### config.mk
export PLATFORM = sky130hd
export DESIGN_NAME = valve_policy_reader
export DESIGN_NICKNAME = d
export VERILOG_FILES = /design/src/rtl/valve_policy_reader.sv
export SDC_FILE = /design/constraint.sdc
export NUM_CORES = 2
export LEC_CHECK = 0
export BUFFER_PORTS_ARGS = -buffer_cell sky130_fd_sc_hd__buf_2
export CELL_PAD_IN_SITES_DETAIL_PLACEMENT = 1
export CELL_PAD_IN_SITES_GLOBAL_PLACEMENT = 1
export CORE_MARGIN = 8
export CORE_UTILIZATION = 55
export CTS_CLUSTER_SIZE = 30
export DETAILED_ROUTE_END_ITERATION = 8
export PLACE_DENSITY = 0.78
export SYNTH_ARGS = -nofsm -noshare
export SYNTH_HDL_FRONTEND = slang
export SYNTH_SLANG_ARGS = --single-unit
### constraint.sdc
create_clock -name clk -period 3.8 [get_ports clk]
set_input_delay 0.57 -clock clk [delete_from_list [all_inputs] [get_ports clk]]
set_output_delay 0.57 -clock clk [all_outputs]
set_load 0.005 [all_outputs]
### src/rtl/valve_policy_reader.sv
`default_nettype none
// ============================================================================
//  Module      : valve_policy_reader
//  Description : Policy-table responder. Looks up a 9-bit policy address and
//                slews the registered valve command toward the stored target.
//  Revision    : 1.0  initial release
// ============================================================================
module valve_policy_reader #(
    parameter int          ADDR_W        = 9,
    parameter int          DATA_W        = 6,
    parameter int          STEP          = 1,
    parameter int unsigned DEFAULT_VALVE = 0
) (
    input  logic              clk,
    input  logic              rst,
    input  logic [ADDR_W-1:0] addr_in,
    input  logic              addr_valid,
    input  logic              wr_en,
    input  logic [ADDR_W-1:0] wr_addr,
    input  logic [DATA_W-1:0] wr_data,
    output logic              ready,
    output logic [DATA_W-1:0] valve_out,
    output logic              lookup_done,
    output logic              miss,
    output logic              addr_err,
    output logic              wr_err
);

    localparam int              c_FIELDS  = ADDR_W / 3;
    localparam int              c_DEPTH   = 2 ** ADDR_W;
    localparam logic [DATA_W:0] c_STEP    = (DATA_W + 1)'(STEP);
    localparam logic [DATA_W-1:0] c_DEFAULT = DATA_W'(DEFAULT_VALVE);

    typedef enum logic [1:0] {
        S_IDLE = 2'd0,
        S_READ = 2'd1,
        S_SLEW = 2'd2
    } state_t;

    state_t              r_state, w_state_nxt;
    logic [DATA_W-1:0]   r_valve, w_valve_nxt;
    logic [DATA_W-1:0]   r_target, w_target_nxt;
    logic [ADDR_W-1:0]   r_addr, w_addr_nxt;
    logic [DATA_W-1:0]   r_rd_data;
    logic [DATA_W-1:0]   r_mem [0:c_DEPTH-1];
    logic [c_DEPTH-1:0]  r_valid;
    logic                r_done, w_done_nxt;
    logic                r_miss, w_miss_nxt;
    logic                r_addr_err, w_addr_err_nxt;
    logic                r_wr_err, w_wr_err_nxt;
    logic                w_accept;
    logic                w_wr_do;
    logic [c_FIELDS-1:0] w_field_ok;
    logic                w_addr_ok;
    logic                w_up;
    logic [DATA_W-1:0]   w_dist;
    logic                w_close;

    // Every 3-bit field of the policy address must lie in 1..3.
    for (genvar g = 0; g < c_FIELDS; g++) begin : g_field
        assign w_field_ok[g] = (addr_in[3*g +: 3] != 3'd0) && (addr_in[3*g +: 3] <= 3'd3);
    end
    assign w_addr_ok = &w_field_ok;

    assign w_up    = (r_target >= r_valve);
    assign w_dist  = w_up ? (r_target - r_valve) : (r_valve - r_target);
    assign w_close = ({1'b0, w_dist} <= c_STEP);

    always_comb begin
        w_state_nxt    = r_state;
        w_valve_nxt    = r_valve;
        w_target_nxt   = r_target;
        w_addr_nxt     = r_addr;
        w_done_nxt     = 1'b0;
        w_miss_nxt     = 1'b0;
        w_addr_err_nxt = 1'b0;
        w_wr_err_nxt   = 1'b0;
        w_accept       = 1'b0;
        w_wr_do        = 1'b0;
        case (r_state)
            S_IDLE: begin
                if (wr_en) begin
                    w_wr_do = 1'b1;
                end else if (addr_valid) begin
                    if (w_addr_ok) begin
                        w_accept    = 1'b1;
                        w_addr_nxt  = addr_in;
                        w_state_nxt = S_READ;
                    end else begin
                        w_addr_err_nxt = 1'b1;
                    end
                end
            end
            S_READ: begin
                w_wr_err_nxt = wr_en;
                if (r_valid[r_addr]) begin
                    w_target_nxt = r_rd_data;
                end else begin
                    w_target_nxt = c_DEFAULT;
                    w_miss_nxt   = 1'b1;
                end
                w_state_nxt = S_SLEW;
            end
            S_SLEW: begin
                w_wr_err_nxt = wr_en;
                if (w_close) begin
                    w_valve_nxt = r_target;
                    w_done_nxt  = 1'b1;
                    w_state_nxt = S_IDLE;
                end else if (w_up) begin
                    w_valve_nxt = r_valve + c_STEP[DATA_W-1:0];
                end else begin
                    w_valve_nxt = r_valve - c_STEP[DATA_W-1:0];
                end
            end
            default: begin
                w_state_nxt = S_IDLE;
            end
        endcase
    end

    always_ff @(posedge clk) begin
        if (rst) begin
            r_state    <= S_IDLE;
            r_valve    <= c_DEFAULT;
            r_target   <= c_DEFAULT;
            r_addr     <= '0;
            r_done     <= 1'b0;
            r_miss     <= 1'b0;
            r_addr_err <= 1'b0;
            r_wr_err   <= 1'b0;
            r_valid    <= '0;
        end else begin
            r_state    <= w_state_nxt;
            r_valve    <= w_valve_nxt;
            r_target   <= w_target_nxt;
            r_addr     <= w_addr_nxt;
            r_done     <= w_done_nxt;
            r_miss     <= w_miss_nxt;
            r_addr_err <= w_addr_err_nxt;
            r_wr_err   <= w_wr_err_nxt;
            if (w_wr_do) begin
                r_valid[wr_addr] <= 1'b1;
            end
        end
    end

    // Table contents survive reset; only the valid bits are cleared.
    always_ff @(posedge clk) begin
        if (!rst && w_wr_do) begin
            r_mem[wr_addr] <= wr_data;
        end
        if (w_accept) begin
            r_rd_data <= r_mem[addr_in];
        end
    end

    assign ready       = (r_state == S_IDLE);
    assign valve_out   = r_valve;
    assign lookup_done = r_done;
    assign miss        = r_miss;
    assign addr_err    = r_addr_err;
    assign wr_err      = r_wr_err;

endmodule
`default_nettype wire

; Word level (Yosys, flattened, before mapping)
; Memory sizes are Yosys's and may differ from the RTL's. A register that Yosys moved wholly into a read port is not among the register bits.
; Index checks and enable logic that the tools add are counted.
[word_totals]
ff_bits = 539
input_bits = 28
elab_cells = 77
ram_bits = 3072
out_inout_bits = 11
mem_bits_ro = 0
mem_count = 1
latchBits = 0
[op_classes]
mux = 24
n_reduce_logical = 18
bitwise = 7
n_div = 0
n_eq_ne = 6
n_shift = 0
magnitude_cmp = 8
n_mul = 0
n_addsub = 4
[mem_list]
columns = memory, depth, width, rd, rd_clocked_by_memory_dff, write_ports, line_no
row1 = r_mem, 512, 6, 1, 1, 1, 45  ; logic [DATA_W-1:0] r_mem [0:c_DEPTH-1];
[op_table]
columns = op, count
row1 = $or A512 B512 Y512, 1
row2 = $mux W6, 4
row3 = $lt A9 B10 Y1 const B, 2
row4 = $mux W1, 13
row5 = $sub A6 B6 Y6, 2
row6 = $bmux W1 S9, 1
row7 = $demux W1 S9, 1
row8 = $ge A9 B1 Y1 const B, 1
row9 = $le A3 B2 Y1 const B, 3
row10 = $reduce_bool A3 Y1, 3
row11 = $mux W2, 4
row12 = $reduce_or A2 Y1, 4
row13 = $add A6 B1 Y6 const B, 1
row14 = $ge A6 B6 Y1, 1
row15 = $le A6 B1 Y1 const B, 1
row16 = $ne A2 B2 Y1 const B, 3
row17 = $not A1 Y1, 6
row18 = $pmux W2 S3, 1
row19 = $reduce_and A6 Y1, 1
row20 = $sub A6 B1 Y6 const B, 1
row21 = $logic_and A1 B1 Y1, 5
row22 = $reduce_and A4 Y1, 1
row23 = $reduce_or A4 Y1, 1
row24 = $reduce_and A3 Y1, 1
row25 = 5 further kinds, 5

; Logic depth before layout (Yosys ltp)
[depth]
depth_word = 7
depth_mapped = 16
ltp_nobuf = 16

; Least setup slack after synthesis
; OpenSTA, ideal clock, no wires.
[synth_path]
path_kind = register -> register
start = reg r_valve[1] (netlist: valve_out[1])
end = reg r_valve[5] (netlist: valve_out[5])
path_slack_ns = 0.663
setup_time_ns = 0.106
synth_period_minus_slack_ns = 3.137
t_arrival_ns = 3.031
n_path_buf = 0
stages_incl_launch_ff = 15
t_required_ns = 3.694
cell_sequence = dfxtp_1 -> inv_1 -> fa_1 -> a21oi_1 -> o2111ai_1 -> nand2_1 -> ha_1 -> a21o_1 -> a21oi_1 -> o21bai_1 -> a21oi_1 -> xnor2_1 -> nor4b_1 -> o21bai_1 -> o311ai_0
[synth_between]
elab_chain_cells = 4
word_cells_on_any_way = 9
classes_between = add/sub: 4 / order compare: 2 / mux: 3
[synth_rtl]
columns = item, line_no
row1 = start: declaration, 41  ; logic [DATA_W-1:0] r_valve, w_valve_nxt;
row2 = start signal: assignment, 125  ; r_valve <= c_DEFAULT;
row3 = start signal: assignment, 135  ; r_valve <= w_valve_nxt;
row4 = $sub A6 B6 Y6 / $ge A6 B6 Y1 (equally long branches), "66, 65"
row5 = $mux W6, 66  ; assign w_dist = w_up ? (r_target - r_valve) : (r_valve - r_target);
row6 = $le A6 B1 Y1, 67  ; assign w_close = ({1'b0, w_dist} <= c_STEP);
row7 = $mux W6 (*), 106  ; if (w_close) begin
; Mark *: on every way between the ends. The rest lies on a longest branch, timed or not.
; A chain may end at the register's enable or synchronous reset.

==> summary.txt <==
Setup path
  – Critical Path End Type: flip-flop
  – Worst Setup Start Kind: flip-flop
  – Most frequent CP cell: mux4_2
  – Crit Path Class: flip-flop to flip-flop
  – Crit path DAT: 4.31 ns
  – CP max FO: 2
  – Slowest-stage cell, CP: nor4_1
  – Worst path max stage delay: 0.63 ns
  – CP Data Required Time: 4.49 ns
  – CP Cell Sequence: mux4_2 > mux4_2 > inv_1 > o221ai_1 > o211ai_1 > o31ai_1 > nor4_1 > a221oi_1

Flow run
  – Max Cap Violations: 0

Global routing
  – Grt ovf: 0
  – Vias in the first global route: 89531
  – First-pass GRT wire length: 674100 um
  – GRT Total Usage: 0.3451
  – Pin count of the biggest net entering global routing: 190
  – Initial antenna violation count: 34

STA
  – Final WS setup: 0.1800 ns
  – Final Cycle Share: 0.9526
  – Slew Viols, Final: 0
  – RSZ-0062 raised after global routing: no
  – Setup_tns: 0 ns
  – Slew HR: 0.1531
  – Final Hold Fails: 0
  – Hold_ws: 0.1007 ns
  – Measured slew at the worst slew-check pin: 1.270 ns
  – Layout Skew: 0.09062 ns
  – Final setup fails: 0
  – FMAX: 0.2762 GHz
  – Post-layout min period: 3.620 ns

CTS
  – # clock sinks: 3617
  – Total CTS buffers: 374
  – CTS clk-pin slew, worst paths: 0.06 ns
  – Clock Tree Buf Depth: 4
  – TritonCTS clock tree: yes
  – Later-pin clock latency in the skew report: 1.01 ns
  – H-tree lvl count: 5
  – CTS root buf: clkbuf_16

Placed design
  – Post-place setup slack: -0.5793 ns
  – I/O Buffers: 38
  – Detailed placer's ending HPWL: 288200 um
  – Routability congestion estimate: 0.8739
  – Placed cell area: 0.1529 sq mm

Outcome
  – Status: finished clean

Power and ir drop
  – Overall power: 0.08431 W
  – VDD IR max: 0.5037 mV
  – Power per standard cell area: 511.2 mW/mm^2
  – Pleak: 52.72 nW

Finish
  – Nets: 8758
  – Post-route cell area: 0.1649 sq mm
  – Layout cells sized above 1: 0.2751
  – Area grow syn2layout: 16.41%

Synth
  – Syn nets: 7929
  – Warnings from Yosys: 0
  – Top-count cell post-synth: edfxtp_1
  – Number of synthesized flops with an enable pin: 3078
  – Largest area contributor in the netlist: edfxtp_1
  – Yosys reg bits: 3617
  – Post-synth top flop: edfxtp_1
  – Cells after Synth: 7879
  – Post-Syn Area: 0.1417 sq mm
  – Distinct cells, synth: 67
  – Top post-synthesis cells by count: edfxtp_1, mux4_2, nor2_1, o22ai_1, dfxtp_1
  – Sequential fraction of the synthesis area: 0.7286
  – Async SR Flop Fraction: 0
  – Avg Cell Area, Syn: 17.98 sq um
  – Top cell type's share of synthesized area: 0.6524
  – Top cells by area, synth: edfxtp_1, mux4_2, dfxtp_1, o22ai_1, mux2i_1

Route
  – Via count: 86552
  – DR iter-0 viols: 12524
  – TritonRoute pass-1 iters: 8
  – Vias/cell: 6.983
  – Routed Antenna Nets: 0
  – Post-DR wirelength/cell: 38.68 um
  – DRC viols: 0
  – WL final: 479400 um

Floorplanning
  – Initial Util: 0.5524
  – Die X: 523.5 um
  – IO Pins: 39
  – Row Count: 186
  – Die H: 523.5 um
  – CORE AREA: 0.2565 sq mm
  – Die area: 0.2741 sq mm

Min path
  – Hold WC Path Type: primary input to flip-flop
==> final timing paths <==
path,endpoint,slack [ns],startpoint,cells past startpoint
setup / recovery,r_rd_data[3],0.18,r_mem[11][3],8
hold / removal,r_mem[51][4],0.10,wr_data[4],1
setup reg to reg,r_rd_data[3],0.18,r_mem[11][3],8
hold reg to reg,r_valid[170],0.47,r_valid[170],2
==> flip-flops by register name (all words and copies together) (netlist names) <==
register / count
r_mem: 3072
r_valid: 512
r_addr: 9
r_rd_data: 6
r_target: 6
valve_out: 6
r_state: 2
addr_err: 1
lookup_done: 1
miss: 1
wr_err: 1
==> metal layers <==
metal  global-route usage  part of all wire  wire (um)
met4               0.1959             0.070      33460
met2               0.5423              0.47     223300
met3              0.09007              0.12      57280
met5                    0           0.00028        133
met1               0.4410              0.34     165300
==> cells by family after synthesis <==
kind of cell,synth area share
xor+xnor,0.0003091
simple gates,0.02733
compound gates,0.04906
fa+ha+maj,0.002102
mux,0.1585
buf+inv,0.03413
flops,0.7286
==> cells in the final DEF (no fill, tap or decap), types with 127 or more instances in the layout <==
cell type,count
nand2_1,132
buf_4,880
mux2i_1,338
inv_1,538
mux4_2,843
clkbuf_16,381
nor2_1,551
buf_12,127
a22oi_1,197
edfxtp_1,3078
o22ai_1,541
dfxtp_1,537
==> stage by stage <==
step / util / cells
after floorplan: - / 7879
after CTS: 0.6427 / 12373
after global placement: 0.5960 / 11710
after detailed placement: 0.5960 / 11710
final: 0.6430 / 12395
after global routing: 0.6429 / 12382
==> area by class of cell <==
class,count,area [sq um]
Clock buffer,470,10060
Clock inverter,189,1878
Multi-Input combinational cell,3128,33970
Timing Repair Buffer,1046,9460
Sequential cell,3617,103200
Fill cell,21657,91550
Inverter,541,2036
Tap cell,3384,4234
Antenna cell,20,50.05
==> power breakdown <==
group / internal, W / switching [W]
clock network: 0.0211 / 0.0158
registers: 0.0430 / 0.0000118
logic: 0.00153 / 0.00290
total: 0.0656 / 0.0187
==> critical path, delay by kind of cell, from the launching register on <==
kind            cells  cell delay (ns)
simple gates        1             0.63
mux                 2             1.01
compound gates      4             1.18
buf+inv             1             0.13
flops               1             0.38
==> timing repair <==
action / 4_1_cts / 5_1_grt
setup endpoints to repair: 0 / 1
hold endpoints to repair: 23 / 0
buffers inserted: 0 / 2
gates resized for setup: 0 / 4
hold buffers: 4 / 0
(Power assumes the default switching activity.)
